### config.mk
export PLATFORM = sky130hd
export DESIGN_NAME = ysyx_24100029_decode_stage
export DESIGN_NICKNAME = d
export VERILOG_FILES = /design/src/rtl/ysyx_24100029_pkg.sv /design/src/rtl/ysyx_24100029_decoder.sv /design/src/rtl/ysyx_24100029_decode_stage.sv
export SDC_FILE = /design/constraint.sdc
export NUM_CORES = 1
export LEC_CHECK = 0
export ABC_AREA = 1
export CELL_PAD_IN_SITES_DETAIL_PLACEMENT = 0
export CELL_PAD_IN_SITES_GLOBAL_PLACEMENT = 1
export CORE_UTILIZATION = 38
export CTS_CLUSTER_SIZE = 10
export DETAILED_ROUTE_END_ITERATION = 10
export PLACE_DENSITY_LB_ADDON = 0.1
export REMOVE_ABC_BUFFERS = 1
export SYNTH_ARGS = -nofsm -noshare
export SYNTH_HDL_FRONTEND = slang
export SYNTH_SLANG_ARGS = --single-unit
### constraint.sdc
create_clock -name clock -period 7.1 [get_ports clock]
set_clock_uncertainty 0.05 [all_clocks]
set_input_delay 2.13 -clock clock [delete_from_list [all_inputs] [get_ports clock]]
set_output_delay 2.13 -clock clock [all_outputs]
set_load 0.02 [all_outputs]
### src/rtl/ysyx_24100029_pkg.sv
// Shared decode definitions for the ysyx_24100029 decode stage.
// Holds the RV32I opcode constants, ALU operation encodings, immediate
// format codes, the bit offsets of the packed control bundle, and helper
// functions for immediate extraction and ALU operation selection.
package ysyx_24100029_pkg;

  localparam logic [6:0] OP_LUI    = 7'b0110111;
  localparam logic [6:0] OP_AUIPC  = 7'b0010111;
  localparam logic [6:0] OP_JAL    = 7'b1101111;
  localparam logic [6:0] OP_JALR   = 7'b1100111;
  localparam logic [6:0] OP_BRANCH = 7'b1100011;
  localparam logic [6:0] OP_LOAD   = 7'b0000011;
  localparam logic [6:0] OP_STORE  = 7'b0100011;
  localparam logic [6:0] OP_IMM    = 7'b0010011;
  localparam logic [6:0] OP_REG    = 7'b0110011;
  localparam logic [6:0] OP_FENCE  = 7'b0001111;
  localparam logic [6:0] OP_SYSTEM = 7'b1110011;

  localparam logic [31:0] INST_ECALL = 32'h0000_0073;
  localparam logic [31:0] INST_MRET  = 32'h3020_0073;

  typedef enum logic [3:0] {
    ALU_ADD    = 4'd0,
    ALU_SUB    = 4'd1,
    ALU_SLL    = 4'd2,
    ALU_SLT    = 4'd3,
    ALU_SLTU   = 4'd4,
    ALU_XOR    = 4'd5,
    ALU_SRL    = 4'd6,
    ALU_SRA    = 4'd7,
    ALU_OR     = 4'd8,
    ALU_AND    = 4'd9,
    ALU_PASS_B = 4'd10
  } alu_op_e;

  typedef enum logic [2:0] {
    IMM_NONE = 3'd0,
    IMM_I    = 3'd1,
    IMM_S    = 3'd2,
    IMM_B    = 3'd3,
    IMM_U    = 3'd4,
    IMM_J    = 3'd5,
    IMM_SH   = 3'd6
  } imm_type_e;

  // Control bundle layout, LSB first; alu_op occupies [CTRL_ALU_OP +: 4].
  localparam int CTRL_ILLEGAL = 0;
  localparam int CTRL_CSR     = 1;
  localparam int CTRL_MRET    = 2;
  localparam int CTRL_ECALL   = 3;
  localparam int CTRL_JUMP    = 4;
  localparam int CTRL_BRANCH  = 5;
  localparam int CTRL_R_WEN   = 6;
  localparam int CTRL_MEM_REN = 7;
  localparam int CTRL_MEM_WEN = 8;
  localparam int CTRL_ALU_OP  = 9;
  localparam int CTRL_W       = 13;

  // 32-bit immediate; the caller sign-extends to XLEN (shamt has bit31=0).
  function automatic logic [31:0] imm32(input logic [31:0] i, input imm_type_e t);
    case (t)
      IMM_I:   imm32 = {{20{i[31]}}, i[31:20]};
      IMM_S:   imm32 = {{20{i[31]}}, i[31:25], i[11:7]};
      IMM_B:   imm32 = {{19{i[31]}}, i[31], i[7], i[30:25], i[11:8], 1'b0};
      IMM_U:   imm32 = {i[31:12], 12'b0};
      IMM_J:   imm32 = {{11{i[31]}}, i[31], i[19:12], i[20], i[30:21], 1'b0};
      IMM_SH:  imm32 = {27'b0, i[24:20]};
      default: imm32 = 32'b0;
    endcase
  endfunction

  // alt selects SUB/SRA; the caller masks it for immediate forms.
  function automatic alu_op_e alu_of(input logic [2:0] f3, input logic alt);
    case (f3)
      3'b000:  alu_of = alt ? ALU_SUB : ALU_ADD;
      3'b001:  alu_of = ALU_SLL;
      3'b010:  alu_of = ALU_SLT;
      3'b011:  alu_of = ALU_SLTU;
      3'b100:  alu_of = ALU_XOR;
      3'b101:  alu_of = alt ? ALU_SRA : ALU_SRL;
      3'b110:  alu_of = ALU_OR;
      default: alu_of = ALU_AND;
    endcase
  endfunction

endpackage

### src/rtl/ysyx_24100029_decoder.sv
// Combinational RV32I instruction decoder.
// Ports: inst (32) in; imm (XLEN) sign-extended immediate; ctrl (CTRL_W)
// packed control bundle; uses_rs1/uses_rs2 flag which source fields the
// format actually reads (used for hazard detection).
module ysyx_24100029_decoder
  import ysyx_24100029_pkg::*;
#(
  parameter int XLEN    = 32,
  parameter int NR_REGS = 32
) (
  input  logic [31:0]       inst,
  output logic [XLEN-1:0]   imm,
  output logic [CTRL_W-1:0] ctrl,
  output logic              uses_rs1,
  output logic              uses_rs2
);

  logic [6:0] opcode;
  logic [2:0] f3;
  imm_type_e  imm_type;
  alu_op_e    alu_op;
  logic uses_rd, mem_wen, mem_ren, branch, jump, ecall, mret, csr, unknown;
  logic illegal, r_wen, small_rf;

  assign opcode   = inst[6:0];
  assign f3       = inst[14:12];
  assign small_rf = (NR_REGS == 16);

  always_comb begin
    imm_type = IMM_NONE;
    alu_op   = ALU_ADD;
    uses_rd  = 1'b0;
    uses_rs1 = 1'b0;
    uses_rs2 = 1'b0;
    mem_wen  = 1'b0;
    mem_ren  = 1'b0;
    branch   = 1'b0;
    jump     = 1'b0;
    ecall    = 1'b0;
    mret     = 1'b0;
    csr      = 1'b0;
    unknown  = 1'b0;
    case (opcode)
      OP_LUI:    begin imm_type = IMM_U; alu_op = ALU_PASS_B; uses_rd = 1'b1; end
      OP_AUIPC:  begin imm_type = IMM_U; uses_rd = 1'b1; end
      OP_JAL:    begin imm_type = IMM_J; jump = 1'b1; uses_rd = 1'b1; end
      OP_JALR:   begin imm_type = IMM_I; jump = 1'b1; uses_rd = 1'b1; uses_rs1 = 1'b1; end
      OP_BRANCH: begin
        imm_type = IMM_B; alu_op = ALU_SUB; branch = 1'b1;
        uses_rs1 = 1'b1; uses_rs2 = 1'b1;
      end
      OP_LOAD:   begin imm_type = IMM_I; mem_ren = 1'b1; uses_rd = 1'b1; uses_rs1 = 1'b1; end
      OP_STORE:  begin imm_type = IMM_S; mem_wen = 1'b1; uses_rs1 = 1'b1; uses_rs2 = 1'b1; end
      OP_IMM: begin
        // Shifts carry a 5-bit shamt; inst[30] only means SRA for funct3=101.
        imm_type = (f3 == 3'b001 || f3 == 3'b101) ? IMM_SH : IMM_I;
        alu_op   = alu_of(f3, inst[30] & (f3 == 3'b101));
        uses_rd  = 1'b1;
        uses_rs1 = 1'b1;
      end
      OP_REG: begin
        alu_op   = alu_of(f3, inst[30]);
        uses_rd  = 1'b1;
        uses_rs1 = 1'b1;
        uses_rs2 = 1'b1;
      end
      OP_FENCE: ;
      OP_SYSTEM: begin
        if (f3 != 3'b000) begin
          // funct3[2] set means the zimm form: rs1 field is an immediate.
          csr      = 1'b1;
          imm_type = IMM_I;
          uses_rd  = 1'b1;
          uses_rs1 = ~f3[2];
        end else begin
          ecall = (inst == INST_ECALL);
          mret  = (inst == INST_MRET);
        end
      end
      default: unknown = 1'b1;
    endcase
  end

  // On RV32E any register field with bit 4 set names a nonexistent register.
  assign illegal = unknown
                 | (small_rf & uses_rd  & inst[11])
                 | (small_rf & uses_rs1 & inst[19])
                 | (small_rf & uses_rs2 & inst[24]);
  assign r_wen   = uses_rd & (inst[11:7] != 5'd0) & ~illegal;

  assign imm  = XLEN'($signed(imm32(inst, imm_type)));
  assign ctrl = {alu_op, mem_wen, mem_ren, r_wen, branch, jump, ecall, mret, csr, illegal};

endmodule

### src/rtl/ysyx_24100029_decode_stage.sv
// Decode pipeline stage between the IFU and EXU.
// Upstream: valid_last/ready_last handshake carrying inst and pc.
// Downstream: valid_next/ready_next handshake carrying pc_next, inst_next,
// register indices, funct3, imm and the packed ctrl_next bundle.
// Writeback: wb_valid/wb_rd release scoreboard entries.
// hazard flags that the held instruction waits on a busy source register.
// With SKID_EN=1 a second (skid) entry lets ready_last come from a flop.
module ysyx_24100029_decode_stage
  import ysyx_24100029_pkg::*;
#(
  parameter int XLEN    = 32,
  parameter int NR_REGS = 32,
  parameter int SKID_EN = 1
) (
  input  logic              clock,
  input  logic              reset,
  input  logic              flush,
  input  logic              valid_last,
  output logic              ready_last,
  input  logic [31:0]       inst,
  input  logic [XLEN-1:0]   pc,
  output logic              valid_next,
  input  logic              ready_next,
  output logic [XLEN-1:0]   pc_next,
  output logic [31:0]       inst_next,
  output logic [4:0]        rs1,
  output logic [4:0]        rs2,
  output logic [4:0]        rd_next,
  output logic [2:0]        funct3,
  output logic [XLEN-1:0]   imm,
  output logic [CTRL_W-1:0] ctrl_next,
  input  logic              wb_valid,
  input  logic [4:0]        wb_rd,
  output logic              hazard
);

  logic            out_valid_reg, skid_valid_reg;
  logic [31:0]     out_inst_reg, skid_inst_reg;
  logic [XLEN-1:0] out_pc_reg, skid_pc_reg;
  logic [31:0]     busy_reg, busy_next, busy_eff, set_vec, clr_vec;
  logic            uses_rs1, uses_rs2, accept, issue, out_free;

  ysyx_24100029_decoder #(.XLEN(XLEN), .NR_REGS(NR_REGS)) u_decoder (
    .inst     (out_inst_reg),
    .imm      (imm),
    .ctrl     (ctrl_next),
    .uses_rs1 (uses_rs1),
    .uses_rs2 (uses_rs2)
  );

  assign inst_next = out_inst_reg;
  assign pc_next   = out_pc_reg;
  assign rs1       = out_inst_reg[19:15];
  assign rs2       = out_inst_reg[24:20];
  assign rd_next   = out_inst_reg[11:7];
  assign funct3    = out_inst_reg[14:12];

  assign hazard     = out_valid_reg & ((uses_rs1 & busy_eff[rs1]) | (uses_rs2 & busy_eff[rs2]));
  assign valid_next = out_valid_reg & ~hazard;
  assign issue      = valid_next & ready_next;
  assign out_free   = ~out_valid_reg | issue;
  assign accept     = valid_last & ready_last;

  generate
    if (SKID_EN != 0) begin : g_skid
      assign ready_last = ~skid_valid_reg;
    end else begin : g_noskid
      assign ready_last = out_free;
    end
  endgenerate

  // Per-register scoreboard set/clear; x0 and registers past NR_REGS never go busy.
  generate
    for (genvar gi = 0; gi < 32; gi++) begin : g_busy
      if (gi == 0 || gi >= NR_REGS) begin : g_const
        assign set_vec[gi] = 1'b0;
        assign clr_vec[gi] = 1'b0;
      end else begin : g_live
        assign set_vec[gi] = issue & ctrl_next[CTRL_R_WEN] & (rd_next == 5'(gi));
        assign clr_vec[gi] = wb_valid & (wb_rd == 5'(gi));
      end
    end
  endgenerate

  // Same-cycle writeback unblocks; applying set after clear makes set win.
  assign busy_eff  = busy_reg & ~clr_vec;
  assign busy_next = busy_eff | set_vec;

  always_ff @(posedge clock) begin
    if (!reset) begin
      out_valid_reg  <= 1'b0;
      out_inst_reg   <= 32'b0;
      out_pc_reg     <= '0;
      skid_valid_reg <= 1'b0;
      skid_inst_reg  <= 32'b0;
      skid_pc_reg    <= '0;
      busy_reg       <= 32'b0;
    end else begin
      busy_reg <= busy_next;
      if (flush) begin
        out_valid_reg  <= 1'b0;
        skid_valid_reg <= 1'b0;
      end else if (out_free) begin
        // The skid entry is older than anything on the input, so it goes first.
        if (skid_valid_reg) begin
          out_valid_reg  <= 1'b1;
          out_inst_reg   <= skid_inst_reg;
          out_pc_reg     <= skid_pc_reg;
          skid_valid_reg <= 1'b0;
        end else if (accept) begin
          out_valid_reg <= 1'b1;
          out_inst_reg  <= inst;
          out_pc_reg    <= pc;
        end else begin
          out_valid_reg <= 1'b0;
        end
      end else if (accept && SKID_EN != 0) begin
        skid_valid_reg <= 1'b1;
        skid_inst_reg  <= inst;
        skid_pc_reg    <= pc;
      end
    end
  end

endmodule

==> results_dict.tcl, run 1 <==
set metrics [dict create \
    status "finished, final reports clean" \
    drt-pass1-iter-count 5 \
    avgSynthCellArea_um2 5.77 \
    syn_area_um2 9640 \
    io_buffers 204 \
    fin_crit_ps 6870 \
    fillers 2649 \
    power_density_nw_per_um2 195 \
    grt_max_degree 115 \
    path_class "input pin to primary output" \
    gp_congestion 0.919 \
    ys_ff_latch 161 \
    period_share_pct 96.8 \
    clkTransAtPathRegs_ps 70 \
    vias_per_cell 4.74 \
    crit_start "wb_rd[1]" \
    cts.sink_count 161 \
    hold_buffers 0 \
    dr_total_vias 10099 \
    r2r-start "inst_next[15]" \
    cts_tree "yes" \
    antennaDiodeCount 0 \
    hpwl_um 21500 \
    rows 57 \
    nets 1867 \
    grt_setup_unrepaired "false" \
    max_cap_viol_count 0 \
    layout-drive-gt1-share_pct 3.49 \
    clock_path_buffers 2 \
    grt_pass1_wl_um 51200 \
    async_flop_share_pct 0 \
    leakage_nw 5.61 \
    ir_drop_mv 0.137 \
    finalMaxSlewViolations 0 \
    cp_data_required_time_ps 4920 \
    die_w_um 161 \
    die_h_um 161 \
    ys.flop_type "dfxtp_1" \
    fmax_mhz 146 \
    synth-edff-count 0 \
    cts_max_level 4 \
    areaGrowthSynthToFinish_pct 27.5 \
    synth.distinct_cells 30 \
    drc_errors 0 \
    numCtsBuffers 17 \
    drtIter0Drc 593 \
    grt_overflow 0 \
    holdCritPathClass "flip-flop to flip-flop" \
    cp.arrival_ps 4690 \
    worst_pin_slew_ps 1150 \
    hold_viol_final 0 \
    ys_seq_area_share_pct 33.4 \
    post-cts-setup-buffers 0 \
    die-area_um2 26000 \
    grt_pass1_vias 9575 \
    wl_per_cell_um 15.1 \
    coreArea_um2 24600 \
    yosysWarnings 0 \
    tns_ps 0 \
    antenna_found_initial 2 \
    start_util_pct 39.2 \
    critical_path.max_fanout 5 \
    wl_um 32200 \
    maxSlewHeadroom_pct 23.0 \
    holdWs_ps 436 \
    hold_start "busy_reg[30]" \
    drt.antenna.violating_nets 0 \
    worstSkewPairLatency_ps 440 \
    grt_use_total_pct 25.0 \
    start_kind "input pin" \
    synthCells 1670 \
    setup_viol 0 \
    critPathCaptureType "primary output" \
    io_pins 205 \
    clockRootBuffer "clkbuf_16" \
]
cell usage in the layout (no fill, tap or decap), types with 2 or more instances in the layout:
master and n:
a21boi_0 3, clkinv_1 2, inv_1 298, inv_8 3, clkdlybuf4s50_1 202, buf_4 14
clkinv_8 4, nand4_1 66, nand2_1 461, buf_12 3, nor4_1 5, nor2_1 287
a21oi_1 43, nand3_2 2, dfxtp_1 159, nor2_2 2, clkbuf_16 17, nand3_1 94
o211ai_1 2, nor3_1 16, o21ai_0 94, o22ai_1 4, bufinv_16 2, inv_6 5
critical path: stages:
cell	delay [ps]
clkdlybuf4s50_1	560
inv_1	80
nand2_1	60
nor2_1	50
a21boi_0	310
nand2_1	90
nand3_1	110
nand3_1	90
nand2_1	120
nand2_1	50
nor2_1	110
nand2_1	110
a21oi_1	190
clkdlybuf4s50_1	640
where the power goes:
part           internal (mW)  switching (mW)
Combinational          0.165           0.249
Clock                  0.544           0.466
Sequential             0.938          0.0387
metrics by stage:
| stage | total power [mW] | utilization (%) | cells | instance area (um2) | setup slack, ps |
|---|---|---|---|---|---|
| 2_1_floorplan | 1.21 | - | 1553 | 9010 | -1120 |
| 3_3_place_gp | 1.41 | 47.3 | 2097 | 11600 | 147 |
| 3_5_place_dp | 1.41 | 47.3 | 2097 | 11600 | 134 |
| 4_1_cts | 2.42 | 49.9 | 2129 | 12300 | 102 |
| 5_1_grt | 2.51 | 50.0 | 2129 | 12300 | 67.5 |
| 6_report | 2.40 | 50.0 | 2129 | 12300 | 229 |
per-layer routing:
metal / global-route usage, % / wire length [um]
met4: 9.91 / 902
met2: 41.0 / 14700
met5: 0 / 13
met1: 32.0 / 14800
met3: 5.24 / 1790
what timing repair did:
item,in CTS,in global routing
resized for setup,0,5
endpoints found under the setup margin,0,1
hold endpoints to repair,0,0
worst paths after layout:
kind / cells after the start / end / slack [ps]
worst min register to register: 2 / busy_reg[30] / 440
worst max register to register: 12 / busy_reg[17] / 2650
worst min-delay path: 2 / busy_reg[30] / 440
worst max-delay path: 14 / hazard / 230
synth_stat cells (4+ instances only):
cell type	instances	area, um2
nand2_1	462	1730
inv_1	298	1120
buf_2	26	130
nor4_1	5	31.3
nand4_1	66	413
nand3_1	95	475
clkbuf_1	52	195
a21oi_1	43	215
nor2_1	288	1080
buf_4	27	203
nor3_1	16	80.1
buf_6	7	78.8
dfxtp_1	161	3220
o22ai_1	4	25.0
buf_1	5	18.8
o21ai_0	95	475
cell type report:
| cell class | instances | area [um2] | share of cell area [%] |
|---|---|---|---|
| multi-input combinational | 1091 | 4690 | 38.2 |
| sequential | 161 | 3230 | 26.3 |
| timing repair buffer | 220 | 2200 | 17.9 |
| inverter | 301 | 1130 | 9.19 |
| clock buffer | 17 | 425 | 3.46 |
| tap | 324 | 405 | 3.30 |
| clock inverter | 15 | 210 | 1.71 |
cell families after synthesis:
| group | after synthesis | synth area share, % |
|---|---|---|
| and+or+nand+nor | 937 | 40.0 |
| AOI/OAI and AO/OA | 154 | 8.39 |
| DFF | 161 | 33.4 |
| buffers and inverters | 418 | 18.2 |
Note: power is estimated with default switching activity, not from simulation.
==> run 2: changes to the inputs <==
--- a/config.mk
+++ b/config.mk
@@ -8,6 +8,7 @@
 export ABC_AREA = 1
 export CELL_PAD_IN_SITES_DETAIL_PLACEMENT = 0
 export CELL_PAD_IN_SITES_GLOBAL_PLACEMENT = 1
+export CORE_MARGIN = 2
 export CORE_UTILIZATION = 38
 export CTS_CLUSTER_SIZE = 10
 export DETAILED_ROUTE_END_ITERATION = 10
==> run 2 against run 1 <==
  * Core utilization down 0.94 points
  * Sequential share of layout area about the same
  * Final area shrank 0.16%
  * Global-route usage decreased by 0.77 points
  * Wire length is 0.97% lower
  * Die area is 2.5% higher
==> results_dict.tcl, run 2 (synthesis gave the netlist of run 1 again) <==
set metrics [dict create \
    path_class "input pin to primary output" \
    place_ws_ps 108 \
    grt_setup_unrepaired "false" \
    period_share_pct 96.6 \
    gp_congestion 0.909 \
    power.internal_mw 1.64 \
    grt_use_total_pct 24.2 \
    ir_drop_mv 0.161 \
    layout-drive-gt1-share_pct 3.65 \
    r2r_slack_ps 2860 \
    cts_max_level 4 \
    swShare_pct 30.4 \
    rows 58 \
    combPwrFrac_pct 17.4 \
    io_pins 205 \
    numCtsBuffers 17 \
    r2r-start "inst_next[15]" \
    layout_commonest_cell "nand2_1" \
    start_kind "input pin" \
    wl_per_cell_um 14.9 \
    min_path_cells 2 \
    total_power_mw 2.36 \
    pwr-share-seq_pct 41.4 \
    worst_pin_slew_ps 1140 \
    vias_per_cell 4.76 \
    io_buffers 204 \
    drc_errors 0 \
    maxSlewHeadroom_pct 24.0 \
    clock_path_buffers 2 \
    hpwl_um 21800 \
    grt_pass1_vias 9443 \
    drt-pass1-iter-count 7 \
    hold_viol_final 0 \
    holdCritPathClass "flip-flop to flip-flop" \
    critical_path.max_fanout 7 \
    clockRootBuffer "clkbuf_16" \
    finalMaxSlewViolations 0 \
    cp_data_required_time_ps 4920 \
    grt_max_degree 90 \
    post-place-cells 2108 \
    wl_um 31900 \
    coreArea_um2 25000 \
    die_w_um 163 \
    start_util_pct 38.5 \
    leakage_nw 5.62 \
    met1_length_um 14900 \
    wl_met2_um 14500 \
    dr_wl_met3_um 1750 \
    power_density_nw_per_um2 193 \
    r2r_cells 12 \
    grt_overflow 0 \
    worstSkewPairLatency_ps 430 \
    die-area_um2 26700 \
    dr_total_vias 10173 \
    setup_viol 0 \
    clkTransAtPathRegs_ps 60 \
    die_h_um 163 \
    final_cell_mix "nand2_1 (461), inv_1 (298), nor2_1 (287)" \
    drt.antenna.violating_nets 0 \
    tns_ps 0 \
    nets 1872 \
    fmax_mhz 146 \
    path_common_cell "nand2_1" \
    path_cells "clkdlybuf4s50_1 > nand2_1 > inv_1 > buf_4 > nand3_1 > nand2_1 > nand2_1 > nand2_1 > nor2_1 > nor2_1 > nor2_1 > nand2_1 > nand2_1 > nand3_2 > a21oi_1 > clkdlybuf4s50_1" \
    status "finished, final reports clean" \
    areaGrowthSynthToFinish_pct 27.3 \
    grt_pass1_wl_um 50900 \
    crit_path_max_incr_delay_ps 650 \
    cp.arrival_ps 4680 \
    holdPathEnd "busy_reg[30]" \
    clock_power_share_pct 41.2 \
    drtIter0Drc 702 \
    fin_crit_ps 6860 \
    setup_ws_ps 242 \
    maxUsedRoutingLayer "met5" \
    cts_tree "yes" \
    post-cts-setup-buffers 0 \
    layoutNonFillerInstCount 2139 \
    critPathCaptureType "primary output" \
    max_cap_viol_count 0 \
    fillers 2733 \
    antennaDiodeCount 0 \
    antenna_found_initial 1 \
    hold_start "busy_reg[30]" \
    cp_slowest_cell "clkdlybuf4s50_1" \
    cts.sink_count 161 \
    rr_endpoint "busy_reg[25]" \
    switchingPower_uw 719 \
]
[run 2: through the flow]
step | util [%] | hold slack (ps) | instance area, um2
after floorplan | - | 404 | 9010
after global routing | 49.0 | 464 | 12300
after global placement | 46.6 | 422 | 11700
after detailed placement | 46.6 | 428 | 11700
final | 49.0 | 438 | 12300
after CTS | 49.0 | 440 | 12300
[run 2: cell type report]
class	count	area, um2	share of cell area [%]
multi-input combinational	1091	4690	38.2
sequential	161	3230	26.3
timing repair buffer	225	2200	17.9
inverter	301	1130	9.21
clock buffer	18	439	3.58
tap	330	413	3.36
clock inverter	13	170	1.39
[run 2: timing repair]
action | CTS | global route
endpoints found under the setup margin | 0 | 2
resized for setup | 0 | 3
hold buffers | 0 | 0
[run 2: worst max path at each step]
stage / startpoint / to / slack [ps] / cells after the start
2_1_floorplan: flush / skid_inst_reg[0] / -1120 / 5
3_3_place_gp: wb_rd[3] / valid_next / 130 / 16
3_5_place_dp: wb_rd[3] / valid_next / 110 / 16
4_1_cts: wb_rd[3] / valid_next / 90 / 16
5_1_grt: wb_rd[4] / hazard / 40 / 16
6_report: wb_rd[4] / hazard / 240 / 16
[run 2: per-layer routing]
metal  vias to the layer above  GRT usage [%]
met1                      4574           32.6
met5                         -              0
met4                         2           7.60
li1                       5304              -
met3                        36           4.55
met2                       257           39.3
[run 2: critical path, delay by kind of cell]
family	cells	cell delay (ps)
AO/OA/AOI/OAI	1	210
AND/OR/NAND/NOR	11	980
buffers and inverters	4	1370
[run 2: power groups by stage]
stage,clock network (mW),logic (mW),registers (mW)
floorplan,0,0.181,1.03
detailed placement,0,0.411,0.998
global route,1.03,0.458,0.983
finish,0.975,0.412,0.977
global placement,0,0.410,0.998
CTS,1.00,0.413,0.977
==> run 3: changes to the inputs <==
--- a/config.mk
+++ b/config.mk
@@ -13,6 +13,7 @@
 export CTS_CLUSTER_SIZE = 10
 export DETAILED_ROUTE_END_ITERATION = 10
 export PLACE_DENSITY_LB_ADDON = 0.1
+export RECOVER_POWER = 100
 export REMOVE_ABC_BUFFERS = 1
 export SYNTH_ARGS = -nofsm -noshare
 export SYNTH_HDL_FRONTEND = slang
==> run 3 against run 2 <==
  * The flow now finishes with violations (capacitance limit, slew limit)
  * Critical path depth stayed put
  * Non-clock buffer count stayed put
  * Sequential share of layout area increased by 0.074 points
  * Sequential power about the same
  * Count of clock-buffer cells in the layout unchanged
  * Maximum frequency down 0.11%
  * Flip-flop and latch count did not move
  * Combinational power is 3% lower
  * Critical path type unchanged
==> results_dict.tcl, run 3 (synthesis gave the netlist of run 1 again) <==
set metrics [dict create \
    crit_path_max_incr_delay_ps 650 \
    wl_per_cell_um 14.9 \
    finalMaxSlewViolations 103 \
    maxSlewHeadroom_pct -51.8 \
    violations "capacitance limit, slew limit" \
    die_w_um 163 \
    drt.antenna.violating_nets 0 \
    leakage_nw 5.94 \
    setup_ws_ps 235 \
    gp_congestion 0.909 \
    drt-pass1-iter-count 5 \
    critical_path.max_fanout 7 \
    start_util_pct 38.5 \
    fin_crit_ps 6870 \
    coreArea_um2 25000 \
    cp-endpoint "hazard" \
    setup_viol 0 \
    cp_data_required_time_ps 4920 \
    path_class "input pin to primary output" \
    place_ws_ps 108 \
    drtIter0Drc 783 \
    cts_tree "yes" \
    clockRootBuffer "clkbuf_16" \
    hold_viol_final 0 \
    io_pins 205 \
    nets 1872 \
    drc_errors 0 \
    rows 58 \
    vias_per_cell 4.75 \
    grt_max_degree 90 \
    layout-drive-gt1-share_pct 3.32 \
    worstSkewPairLatency_ps 440 \
    die-area_um2 26700 \
    worst_pin_slew_ps 2280 \
    status "finished with violations" \
    ir_drop_mv 0.162 \
    areaGrowthSynthToFinish_pct 26.8 \
    start_kind "input pin" \
    die_h_um 163 \
    rr_endpoint "pc_next[26]" \
    cp_num_buf_inv 4 \
    post-route-util_pct 48.8 \
    antenna_found_initial 1 \
    fmax_mhz 146 \
    cts_max_level 4 \
    clock_path_buffers 2 \
    io_buffers 204 \
    cp_slowest_cell "clkdlybuf4s50_1" \
    path_depth 16 \
    final_cell_mix "nand2_1 (462), inv_1 (298), nor2_1 (287)" \
    grt_setup_unrepaired "false" \
    hpwl_um 21800 \
    clkTransAtPathRegs_ps 60 \
    r2r-start "inst_next[15]" \
    dr_total_vias 10158 \
    grt_overflow 0 \
    period_share_pct 96.7 \
    holdCritPathClass "flip-flop to flip-flop" \
    crit_start "wb_rd[4]" \
    fillers 2740 \
    r2r_slack_ps 2250 \
    holdWs_ps 443 \
    path_common_cell "nand2_1" \
    critPathCaptureType "primary output" \
    layout_commonest_cell "nand2_1" \
    cp.arrival_ps 4690 \
    grt_use_total_pct 24.2 \
    grt_pass1_wl_um 50900 \
    tns_ps 0 \
    grt_pass1_vias 9443 \
    wl_um 31900 \
    cts.sink_count 161 \
    hold_buffers 0 \
    crit_family "buffers and inverters" \
    r2r_cells 14 \
    antennaDiodeCount 0 \
    power_density_nw_per_um2 192 \
    numCtsBuffers 17 \
    max_cap_viol_count 2 \
    path_cells "clkdlybuf4s50_1 > nand2_1 > inv_1 > buf_4 > nand3_1 > nand2_1 > nand2_1 > nand2_1 > nor2_1 > nor2_1 > nor2_1 > nand2_1 > nand2_1 > nand3_2 > a21oi_1 > clkdlybuf4s50_1" \
    total_power_mw 2.35 \
]
## run 3: metrics by stage
step,instance area (um2),std cells
floorplan,9010,1553
global placement,11700,2108
detailed placement,11700,2108
CTS,12300,2139
global route,12200,2139
finish,12200,2139
## run 3: how the worst min path moves through the flow
| stage | to | slack, ps | cells past startpoint | startpoint |
|---|---|---|---|---|
| after floorplan | busy_reg[30] | 400 | 2 | busy_reg[30] |
| after global placement | busy_reg[30] | 420 | 2 | busy_reg[30] |
| after detailed placement | busy_reg[30] | 430 | 2 | busy_reg[30] |
| after CTS | busy_reg[30] | 440 | 2 | busy_reg[30] |
| after global routing | busy_reg[30] | 460 | 2 | busy_reg[30] |
| final | busy_reg[30] | 440 | 2 | busy_reg[30] |
## run 3: cell type report
cell class / count / area, um2 / share of cell area (%)
inverter: 301 / 1130 / 9.24
timing repair buffer: 225 / 2180 / 17.8
multi-input combinational: 1091 / 4670 / 38.2
clock buffer: 18 / 439 / 3.59
tap: 330 / 413 / 3.38
sequential: 161 / 3220 / 26.4
clock inverter: 13 / 170 / 1.39
## run 3: worst reg2reg max path: stages, from the launching register on
cell and delay [ps]:
dfxtp_1 810, inv_1 600, o21ai_0 300, o21ai_0 110
a21oi_1 130, nor2_1 60, nor2_1 100, nand2_1 100
nand2_1 100, o21bai_1 100, nand2_1 280, clkbuf_1 1660
nand2_1 160, nand2_1 130, nor2_1 40
## run 3: repair_timing
action / in CTS / in global routing
endpoints found under the setup margin: 0 / 2
gates resized for setup: 0 / 3
buffers inserted: 0 / 0
## run 3: layer usage
layer  up-vias  wire length [um]  track usage, %
met2       255             14600            39.3
li1       5308                 -               -
met3        41              1650            4.55
met4         2               743            7.60
met1      4552             14900            32.6
met5         -                16               0
## run 3: power breakdown
part,total (mW),leakage [nW],internal [mW],switching [mW]
Sequential,0.976,1.31,0.938,0.0377
Clock,0.976,0.296,0.542,0.434
Combinational,0.400,4.33,0.153,0.246
